**src/rtl/cart_bus_pkg.sv**
```systemverilog
// Shared types, address map constants and header-probe helpers for the cartridge bus master.
package cart_bus_pkg;

  typedef enum logic [2:0] {
    ST_PROBE,
    ST_IDLE,
    ST_SETUP,
    ST_STROBE,
    ST_HOLD
  } state_t;

  typedef enum logic [1:0] {
    REG_NONE,
    REG_ROM,
    REG_RAM
  } region_t;

  localparam int unsigned ADR_W  = 16;
  localparam int unsigned CADR_W = 15;
  localparam int unsigned DATA_W = 8;
  localparam int unsigned CNT_W  = 8;

  localparam int unsigned ROM_HI_BIT = 15;
  localparam logic [2:0]  RAM_TAG    = 3'b101;

  localparam logic [ADR_W-1:0] HDR_MBC_ADR = 16'h0147;
  localparam logic [ADR_W-1:0] HDR_ROM_ADR = 16'h0148;
  localparam logic [ADR_W-1:0] HDR_RAM_ADR = 16'h0149;

  localparam logic [DATA_W-1:0] ROM_CODE_MAX = 8'd6;
  localparam logic [DATA_W-1:0] RAM_CODE_MAX = 8'd3;

  // Classify a CPU address into the chip select it needs, if any.
  function automatic region_t decode_region(input logic [ADR_W-1:0] adr);
    if (adr[ROM_HI_BIT] == 1'b0) return REG_ROM;
    if (adr[15:13] == RAM_TAG)   return REG_RAM;
    return REG_NONE;
  endfunction

  // Cartridge address of the idx-th header byte read during the probe.
  function automatic logic [CADR_W-1:0] hdr_cadr(input logic [1:0] idx);
    case (idx)
      2'd0:    return HDR_MBC_ADR[CADR_W-1:0];
      2'd1:    return HDR_ROM_ADR[CADR_W-1:0];
      default: return HDR_RAM_ADR[CADR_W-1:0];
    endcase
  endfunction

endpackage

```
**src/rtl/cart_bus_timer.sv**
```systemverilog
// Phase-length down-counter; last_c flags the final cycle of the loaded phase.
module cart_bus_timer
  import cart_bus_pkg::*;
(
  input  logic             clk,
  input  logic             reset_n,
  input  logic             load,
  input  logic [CNT_W-1:0] len,
  output logic             last_c
);

  logic [CNT_W-1:0] count;

  // Load len-1 on phase entry, then count down to zero and park there.
  always_ff @(posedge clk or negedge reset_n) begin
    if (!reset_n) begin
      count <= '0;
    end else if (load) begin
      count <= len - CNT_W'(1);
    end else if (count != '0) begin
      count <= count - CNT_W'(1);
    end
  end

  assign last_c = (count == '0);

endmodule

```
**src/rtl/cart_bus_master.sv**
```systemverilog
// Cartridge bus initiator: header probe after reset, then timed single-beat CPU cycles.
module cart_bus_master
  import cart_bus_pkg::*;
#(
  parameter int unsigned SETUP_CYCLES  = 2,
  parameter int unsigned STROBE_CYCLES = 4,
  parameter int unsigned HOLD_CYCLES   = 1
) (
  input  logic        clk,
  input  logic        reset_n,
  input  logic        req,
  input  logic        req_we,
  input  logic [15:0] req_adr,
  input  logic [7:0]  req_wdata,
  output logic        req_ready,
  output logic        rsp_valid,
  output logic [7:0]  rsp_rdata,
  output logic        rsp_err,
  output logic [14:0] cadr,
  output logic [7:0]  cdata_out,
  output logic        cdata_oe,
  input  logic [7:0]  cdata_in,
  output logic        cwrite,
  output logic        ccs_rom,
  output logic        ccs_ram,
  output logic        hdr_valid,
  output logic [7:0]  mbc_type,
  output logic [2:0]  rom_size,
  output logic [1:0]  ram_size,
  output logic        hdr_error
);

  localparam logic [CNT_W-1:0] SETUP_LEN  = CNT_W'(SETUP_CYCLES);
  localparam logic [CNT_W-1:0] STROBE_LEN = CNT_W'(STROBE_CYCLES);
  localparam logic [CNT_W-1:0] HOLD_LEN   = CNT_W'(HOLD_CYCLES);

  state_t           state;
  logic             we_q;
  logic             probing;
  logic [1:0]       probe_idx;
  region_t          req_region_c;
  logic             tmr_load_c;
  logic [CNT_W-1:0] tmr_len_c;
  logic             tmr_last_c;

  assign req_region_c = decode_region(req_adr);

  cart_bus_timer u_timer (
    .clk     (clk),
    .reset_n (reset_n),
    .load    (tmr_load_c),
    .len     (tmr_len_c),
    .last_c  (tmr_last_c)
  );

  // Start the timer on every phase entry with that phase's length.
  always_comb begin
    tmr_load_c = 1'b0;
    tmr_len_c  = SETUP_LEN;
    case (state)
      ST_PROBE:  tmr_load_c = 1'b1;
      ST_IDLE:   tmr_load_c = req && req_ready && (req_region_c != REG_NONE);
      ST_SETUP: begin
        tmr_load_c = tmr_last_c;
        tmr_len_c  = STROBE_LEN;
      end
      ST_STROBE: begin
        tmr_load_c = tmr_last_c;
        tmr_len_c  = HOLD_LEN;
      end
      ST_HOLD:   tmr_load_c = tmr_last_c && probing && (probe_idx != 2'd2);
      default:   tmr_load_c = 1'b0;
    endcase
  end

  // Bus cycle sequencer with registered strobes, selects and responses.
  always_ff @(posedge clk or negedge reset_n) begin
    if (!reset_n) begin
      state     <= ST_PROBE;
      we_q      <= 1'b0;
      probing   <= 1'b1;
      probe_idx <= 2'd0;
      req_ready <= 1'b0;
      rsp_valid <= 1'b0;
      rsp_rdata <= '0;
      rsp_err   <= 1'b0;
      cadr      <= '0;
      cdata_out <= '0;
      cdata_oe  <= 1'b0;
      cwrite    <= 1'b0;
      ccs_rom   <= 1'b0;
      ccs_ram   <= 1'b0;
      hdr_valid <= 1'b0;
      mbc_type  <= '0;
      rom_size  <= '0;
      ram_size  <= '0;
      hdr_error <= 1'b0;
    end else begin
      rsp_valid <= 1'b0;
      rsp_err   <= 1'b0;
      case (state)
        ST_PROBE: begin
          probing   <= 1'b1;
          probe_idx <= 2'd0;
          we_q      <= 1'b0;
          cadr      <= hdr_cadr(2'd0);
          ccs_rom   <= 1'b1;
          state     <= ST_SETUP;
        end
        ST_IDLE: begin
          if (req && req_ready) begin
            case (req_region_c)
              REG_ROM, REG_RAM: begin
                we_q      <= req_we;
                cadr      <= req_adr[14:0];
                ccs_rom   <= (req_region_c == REG_ROM);
                ccs_ram   <= (req_region_c == REG_RAM);
                cdata_oe  <= req_we;
                if (req_we) cdata_out <= req_wdata;
                req_ready <= 1'b0;
                state     <= ST_SETUP;
              end
              default: begin
                rsp_valid <= 1'b1;
                rsp_err   <= 1'b1;
              end
            endcase
          end
        end
        ST_SETUP: begin
          if (tmr_last_c) begin
            cwrite <= we_q;
            state  <= ST_STROBE;
          end
        end
        ST_STROBE: begin
          if (tmr_last_c) begin
            cwrite <= 1'b0;
            state  <= ST_HOLD;
            if (!we_q && !probing) begin
              rsp_rdata <= cdata_in;
            end else if (!we_q) begin
              case (probe_idx)
                2'd0: mbc_type <= cdata_in;
                2'd1: begin
                  if (cdata_in <= ROM_CODE_MAX) begin
                    rom_size <= cdata_in[2:0];
                  end else begin
                    rom_size  <= '0;
                    hdr_error <= 1'b1;
                  end
                end
                default: begin
                  if (cdata_in <= RAM_CODE_MAX) begin
                    ram_size <= cdata_in[1:0];
                  end else begin
                    ram_size  <= '0;
                    hdr_error <= 1'b1;
                  end
                end
              endcase
            end
          end
        end
        ST_HOLD: begin
          if (tmr_last_c) begin
            if (probing && (probe_idx != 2'd2)) begin
              probe_idx <= probe_idx + 2'd1;
              cadr      <= hdr_cadr(probe_idx + 2'd1);
              state     <= ST_SETUP;
            end else begin
              ccs_rom   <= 1'b0;
              ccs_ram   <= 1'b0;
              cdata_oe  <= 1'b0;
              req_ready <= 1'b1;
              state     <= ST_IDLE;
              if (probing) begin
                probing   <= 1'b0;
                hdr_valid <= 1'b1;
              end else begin
                rsp_valid <= 1'b1;
              end
            end
          end
        end
        default: state <= ST_IDLE;
      endcase
    end
  end

endmodule

```
**config.mk**
```make
export PLATFORM = sky130hd
export DESIGN_NAME = cart_bus_master
export DESIGN_NICKNAME = d
export VERILOG_FILES = /design/src/rtl/cart_bus_pkg.sv /design/src/rtl/cart_bus_timer.sv /design/src/rtl/cart_bus_master.sv
export SDC_FILE = /design/constraint.sdc
export NUM_CORES = 1
export LEC_CHECK = 0
export ABC_AREA = 1
export ABC_CLOCK_PERIOD_IN_PS = 4650
export CAP_MARGIN = 25
export CORE_UTILIZATION = 45
export CTS_BUF_LIST = sky130_fd_sc_hd__clkbuf_8
export CTS_CLUSTER_DIAMETER = 50
export CTS_CLUSTER_SIZE = 30
export DETAILED_ROUTE_END_ITERATION = 8
export GPL_ROUTABILITY_DRIVEN = 0
export PLACE_DENSITY = 0.75
export SYNTH_ARGS = -nofsm -noshare
export SYNTH_HDL_FRONTEND = slang
export SYNTH_HIERARCHICAL = 1
export SYNTH_SLANG_ARGS = --single-unit
export TNS_END_PERCENT = 50
```
**constraint.sdc**
```tcl
create_clock -name clk -period 4.65 [get_ports clk]
set_input_delay 0.465 -clock clk [delete_from_list [all_inputs] [get_ports clk]]
set_output_delay 0.465 -clock clk [all_outputs]
set_load 0.01 [all_outputs]
```
; ---- Yosys cells after proc, flatten, opt, wreduce, memory -nomap -nowiden
; Index checks and enable logic that the tools add are counted.
[op_classes]
bitwise = 5
shifts = 0
reduce_logical = 38
n_addsub = 3
div_mod_pow = 0
multipliers = 0
mux = 59
n_eq_ne = 19
n_lt_le_gt_ge = 2
[ops]
columns = op, n
row1 = 15-bit two-way mux, 4
row2 = 15-bit case mux with 3 select lines, 1
row3 = 5-bit AND reduction, 7
row4 = 1-bit two-way mux, 24
row5 = 3-bit two-way mux, 6
row6 = "2-bit inequality test, second input constant", 9
row7 = 2-bit two-way mux, 8
row8 = 8-bit two-way mux, 2
row9 = 1-bit case mux with 2 select lines, 8
row10 = 3-bit case mux with 5 select lines, 1
row11 = 3-bit AND reduction, 5
row12 = 2-bit nonzero test, 6
row13 = "8-bit by 2-bit less-or-equal comparator with 1-bit output, second input constant", 1
row14 = "8-bit by 3-bit less-or-equal comparator with 1-bit output, second input constant", 1
row15 = 8-bit zero test, 1
row16 = 4-bit case mux with 2 select lines, 1
row17 = 4-bit AND reduction, 2
row18 = 8-bit nonzero test, 1
row19 = "8-bit by 1-bit subtractor with 8-bit output, second input constant", 1
row20 = 7-bit AND reduction, 1
row21 = "2-bit by 1-bit == test with 1-bit output, second input constant", 3
row22 = "3-bit by 2-bit == test with 1-bit output, second input constant", 2
row23 = "3-bit == test, second input constant", 2
row24 = 1-bit logical AND, 6
row25 = 15 further kinds, 23
[totals]
ram_bits = 0
word_cells = 146
mem_count = 0
latch_bits = 0
reg_bits = 68
romBits = 0

; ---- Logic depth before layout (Yosys ltp)
[logic_depth]
depth_word = 10
ltp_mapped = 19

; ---- Cells and area by module
; Netlist, hierarchy kept.
[modules_own_cells]
columns = mod, area_per_inst_um2, seq_area_each_um2, cells_per_inst, n_inst
row1 = cart_bus_master, 2862.7, 1502.7, 347, 1
row2 = cart_bus_timer, 631.9, 200.2, 87, 1

; ---- Worst setup path after synthesis
; No wires, ideal clock.
[synth_timing]
kind = flip-flop to flip-flop
start = register probe_idx[0]
end = register u_timer.count[6]
period_less_slack_ns = 2.340
path_buffers = 1
arrival_time_ns = 2.217
setup_slack_ns = 2.310
path_stages_with_launch = 19
required_ns = 4.527
path_cell_list = dfrtp_1 > inv_1 > ha_1 > nor2_1 > nand3_1 > inv_1 > nand2_1 > o2111ai_1 > buf_6 > nor2_1 > nor2_2 > inv_1 > ha_1 > nand2_2 > nor2_4 > nand2_1 > nand2_1 > nand2_1 > nor2_1
[synth_via]
elab_chain_cells = 4
word_cells_on_any_way = 5
classes_between = 1 x eq/ne / 2 x mux / 2 x reduce/logical
[synth_lines]
columns = item, line_no
row1 = start: declaration, cart_bus_master.sv:40  ; logic [1:0] probe_idx;
row2 = start signal: assignment, cart_bus_master.sv:168  ; probe_idx <= probe_idx + 2'd1;
row3 = 2-bit inequality test (*), cart_bus_master.sv:71  ; ST_HOLD: tmr_load_c = tmr_last_c && probing && (probe_idx != 2'd2);
row4 = 1-bit logical AND (*), cart_bus_master.sv:71
row5 = 1-bit case mux with 4 select lines (*), cart_bus_master.sv:60  ; case (state)
row6 = named net tmr_load_c, cart_bus_master.sv:42  ; logic tmr_load_c;
row7 = 8-bit two-way mux / 2-bit nonzero test (equally long branches), -
row8 = end signal: assignment, cart_bus_timer.sv:19  ; count <= len - CNT_W'(1);
row9 = end signal: assignment, cart_bus_timer.sv:21  ; count <= count - CNT_W'(1);
row10 = end: declaration, cart_bus_timer.sv:12  ; logic [CNT_W-1:0] count;
; The timed path passes the listed nets; every way through them passes the cells marked *.
; A chain may end at the register's enable or synchronous reset.

; ---- Final worst setup path
; Same ends and word-level chain as after synthesis.

==> reports/qor.log <==
qor: logic_synthesis.synth_largest_type_area_fraction 48.0%
qor: logic_synthesis.post_synth_num_cell_types 32
qor: floorplan.core_region_area 7370 sq um
qor: logic_synthesis.synth_cells 434
qor: power_and_ir_drop.power-per-cell-area 492 nW/um^2
qor: logic_synthesis.synth_edf_count 0
qor: logic_synthesis.yosysMostFrequentCell sky130_fd_sc_hd__nand2_1
qor: logic_synthesis.post_synth.cell_area_avg 8.05 sq um
qor: routing.postRouteAntennaNets 0
qor: clock_network.clkSlewWorstSetupHoldPaths 0.07 ns
qor: placement.port-buffer-count 88
qor: logic_synthesis.synth_area_leader_cell sky130_fd_sc_hd__dfrtp_1
qor: clock_network.cts_made_buffers 9
qor: clock_network.clock_tree_from_tritoncts done
qor: power_and_ir_drop.vdd_drop_max 285 uV
qor: global_routing.grt_pass1_vias 2899
qor: setup_path.worst-endpoint-required 4.93 ns
qor: finish.fill_cells 652
qor: clock_network.clock_insertion_delay_worst_skew 0.35 ns
qor: setup_path.worstRegToRegCells 19
qor: setup_path.worst-r2r-setup-slack 1.90 ns
qor: finish.ff_latch_area 1700 sq um
qor: floorplan.std_cell_rows 31
qor: hold_path.min-delay-path-class in2async
qor: floorplan.fp.dieArea 8120 sq um
qor: sta.rsz0062_at_grt no
qor: setup_path.critPathMaxFanout 9
qor: clock_network.ctsRootBufferMaster sky130_fd_sc_hd__clkbuf_8
qor: clock_network.cts_setup_buffers 0
qor: routing.via_per_inst 4.72
qor: clock_network.h-tree-depth 3
qor: global_routing.grt-ovfl-total 0
qor: power_and_ir_drop.leakage_power 2.33 nW
qor: floorplan.die_width 90.1 um
qor: routing.post_drt_wl_per_cell 12.0 um
qor: setup_path.timing.rr.start probe_idx[0]$_DFFE_PN0P_
qor: finish.flow.area_growth_from_synthesis 33.2%
qor: logic_synthesis.synth-async-reset-ratio 100%
qor: logic_synthesis.synth_warnings 6
qor: flow_run.max-cap-violations 0
qor: global_routing.first_pass_grt_wire_length 13.1 mm
qor: sta.max_clock_freq 0.363 GHz
qor: placement.placed_area 4450 sq um
qor: placement.place_hpwl 5.61 mm
qor: clock_network.clock_sinks 68
qor: floorplan.design.portCount 89
qor: status.outcome completed
qor: setup_path.end_kind register
qor: routing.initialDrtViolationCount 149
qor: logic_synthesis.dominantRegCellSynth sky130_fd_sc_hd__dfrtp_1
qor: finish.stdcell_area 4650 sq um
qor: floorplan.starting_density 47.4%
qor: global_routing.antenna_violations_before_repair 0
qor: routing.number_of_search_and_repair_iterations_in_the_first_detailed_routing_pass 4
qor: logic_synthesis.synth_seq_area_share 48.7%
qor: sta.timing.slew.headroom 43.9%
qor: clock_network.cts_resized 0
qor: global_routing.grt_start_max_net_pins 69
qor: finish.antenna_cells 0
qor: routing.post_detailed_route_drc_marker_count 0
qor: setup_path.startpoint probe_idx[0]$_DFFE_PN0P_
qor: setup_path.critical_path.startpoint_type register
qor: sta.finalSetupTns 0 ns
qor: logic_synthesis.synth.area.top_cells sky130_fd_sc_hd__dfrtp_1 48%, sky130_fd_sc_hd__nand2_1 17%, sky130_fd_sc_hd__inv_1 5.5%
qor: finish.post_route_cells_drive_above_1_share 11.6%
qor: routing.drt_wl_total 7.64 mm
qor: sta.final_period_minus_worst_setup_slack 2.75 ns
qor: sta.period_share 59.2%
qor: setup_path.category_of_the_critical_setup_timing_path reg2reg
qor: sta.final-setup-viol-count 0
qor: sta.timing_hold_violations_final 0
qor: clock_network.cts_max_path_buffers 2
qor: sta.worstMarginPinSlew 0.842 ns
qor: global_routing.grt_util_all_layers 20.3%
qor: setup_path.worstReg2RegEnd u_timer/count[6]$_DFFE_PN0P_
qor: setup_path.critical_path_arrival 3.03 ns
qor: power_and_ir_drop.power.total 2.29 mW
qor: sta.worst_clock_skew 0.00962 ns
qor: sta.drv_slew 0
qor: clock_network.post_cts_hold_buffer_count 0
qor: routing.route.vias.total 2990
qor: floorplan.fp.dieH 90.1 um
qor: finish.layout.nets 572
qor: logic_synthesis.synth.cells.most_frequent 159 x sky130_fd_sc_hd__nand2_1, 67 x sky130_fd_sc_hd__dfrtp_1, 51 x sky130_fd_sc_hd__inv_1
qor: logic_synthesis.synth_area 3490 sq um
qor: logic_synthesis.postSynthRegisterBits 68
qor: finish.area_of_the_multi_input_gates 1520 sq um
## where the power goes
group,switching (mW),internal (mW)
Combinational,0.511,0.425
Sequential,0.101,0.761
Clock,0.241,0.251
## cell type report
class                      count  share of cell area [%]
clock buffer                   9                    2.66
inverter                      56                    4.68
multi-input combinational    305                    32.7
tap                           99                    2.66
timing repair buffer          90                    19.1
clock inverter                 7                    1.61
sequential                    68                    36.6
## per-stage QoR
step	std cells	setup WS, ns	util [%]	hold WS (ns)
5_1_grt	634	1.66	63.2	0.361
6_report	634	1.90	63.2	0.274
3_3_place_gp	617	1.69	60.4	0.451
4_1_cts	633	1.51	63.1	0.325
3_5_place_dp	617	1.53	60.4	0.457
2_1_floorplan	438	2.31	-	0.169
## registers in the layout, indices dropped and copies added (netlist names), 2 cells and up
signal,count
cadr,15
cdata_out,8
mbc_type,8
rsp_rdata,8
u_timer/count,8
rom_size,3
state,3
probe_idx,2
ram_size,2
## cell usage in the layout (no fill, tap or decap), types with 2 or more instances in the layout
master,synthesis,final
sky130_fd_sc_hd__a21oi_1,2,2
sky130_fd_sc_hd__buf_4,2,2
sky130_fd_sc_hd__clkbuf_8,0,9
sky130_fd_sc_hd__clkdlybuf4s50_1,0,87
sky130_fd_sc_hd__clkinv_2,0,2
sky130_fd_sc_hd__clkinv_4,0,2
sky130_fd_sc_hd__conb_1,1,5
sky130_fd_sc_hd__dfrtp_1,67,67
sky130_fd_sc_hd__ha_1,6,6
sky130_fd_sc_hd__inv_1,51,51
sky130_fd_sc_hd__inv_2,4,4
sky130_fd_sc_hd__inv_6,0,2
sky130_fd_sc_hd__nand2_1,159,159
sky130_fd_sc_hd__nand2_2,11,11
sky130_fd_sc_hd__nand2_4,5,5
sky130_fd_sc_hd__nand3_1,31,31
sky130_fd_sc_hd__nand3_2,2,2
sky130_fd_sc_hd__nand3b_1,9,9
sky130_fd_sc_hd__nand4_1,5,5
sky130_fd_sc_hd__nor2_1,18,18
sky130_fd_sc_hd__nor2_2,7,7
sky130_fd_sc_hd__nor2_4,8,8
sky130_fd_sc_hd__o21a_1,2,2
sky130_fd_sc_hd__o21ai_0,16,16
sky130_fd_sc_hd__o21ai_1,10,10
sky130_fd_sc_hd__or2_2,2,2
## critical path, stage by stage, from the launching register on
cell and delay, ns:
sky130_fd_sc_hd__dfrtp_1 0.46, sky130_fd_sc_hd__inv_1 0.09, sky130_fd_sc_hd__ha_1 0.23, sky130_fd_sc_hd__nor2_1 0.18
sky130_fd_sc_hd__nand3_1 0.21, sky130_fd_sc_hd__inv_1 0.13, sky130_fd_sc_hd__nand2_1 0.08, sky130_fd_sc_hd__o2111ai_1 0.13
sky130_fd_sc_hd__buf_4 0.23, sky130_fd_sc_hd__inv_8 0.06, sky130_fd_sc_hd__nor2_2 0.09, sky130_fd_sc_hd__nor2_2 0.07
sky130_fd_sc_hd__inv_1 0.06, sky130_fd_sc_hd__ha_1 0.20, sky130_fd_sc_hd__nand2_2 0.08, sky130_fd_sc_hd__nor2_4 0.12
sky130_fd_sc_hd__nand2_1 0.07, sky130_fd_sc_hd__nand2_1 0.07, sky130_fd_sc_hd__nand2_1 0.05, sky130_fd_sc_hd__nor2_1 0.07
## cell families (layout without fill, tap and decap cells)
group | after synthesis | after routing | share of synthesized area, %
simple gates | 258 | 258 | 35.0
flops | 68 | 68 | 48.7
buf+inv | 65 | 162 | 8.20
compound gates | 34 | 34 | 5.34
fa+ha+maj | 6 | 6 | 2.15
xor+xnor | 2 | 2 | 0.501
other cells | 1 | 5 | 0.107
## layer usage
layer  wire, um  vias up  track usage [%]
li1           -     1541                -
met1       3630     1361             26.6
met2       3520       80             31.7
met3        421        8             6.01
met4         70        0             7.80
met5          0        -                0
## how the worst max path moves through the flow
stage / end / cells after the start
floorplan: u_timer/count[6]$_DFFE_PN0P_ / 18
global placement: u_timer/count[6]$_DFFE_PN0P_ / 15
detailed placement: u_timer/count[6]$_DFFE_PN0P_ / 15
CTS: u_timer/count[6]$_DFFE_PN0P_ / 15
global route: u_timer/count[6]$_DFFE_PN0P_ / 19
finish: u_timer/count[6]$_DFFE_PN0P_ / 19
No activity file was read; power rests on OpenSTA's default activity.
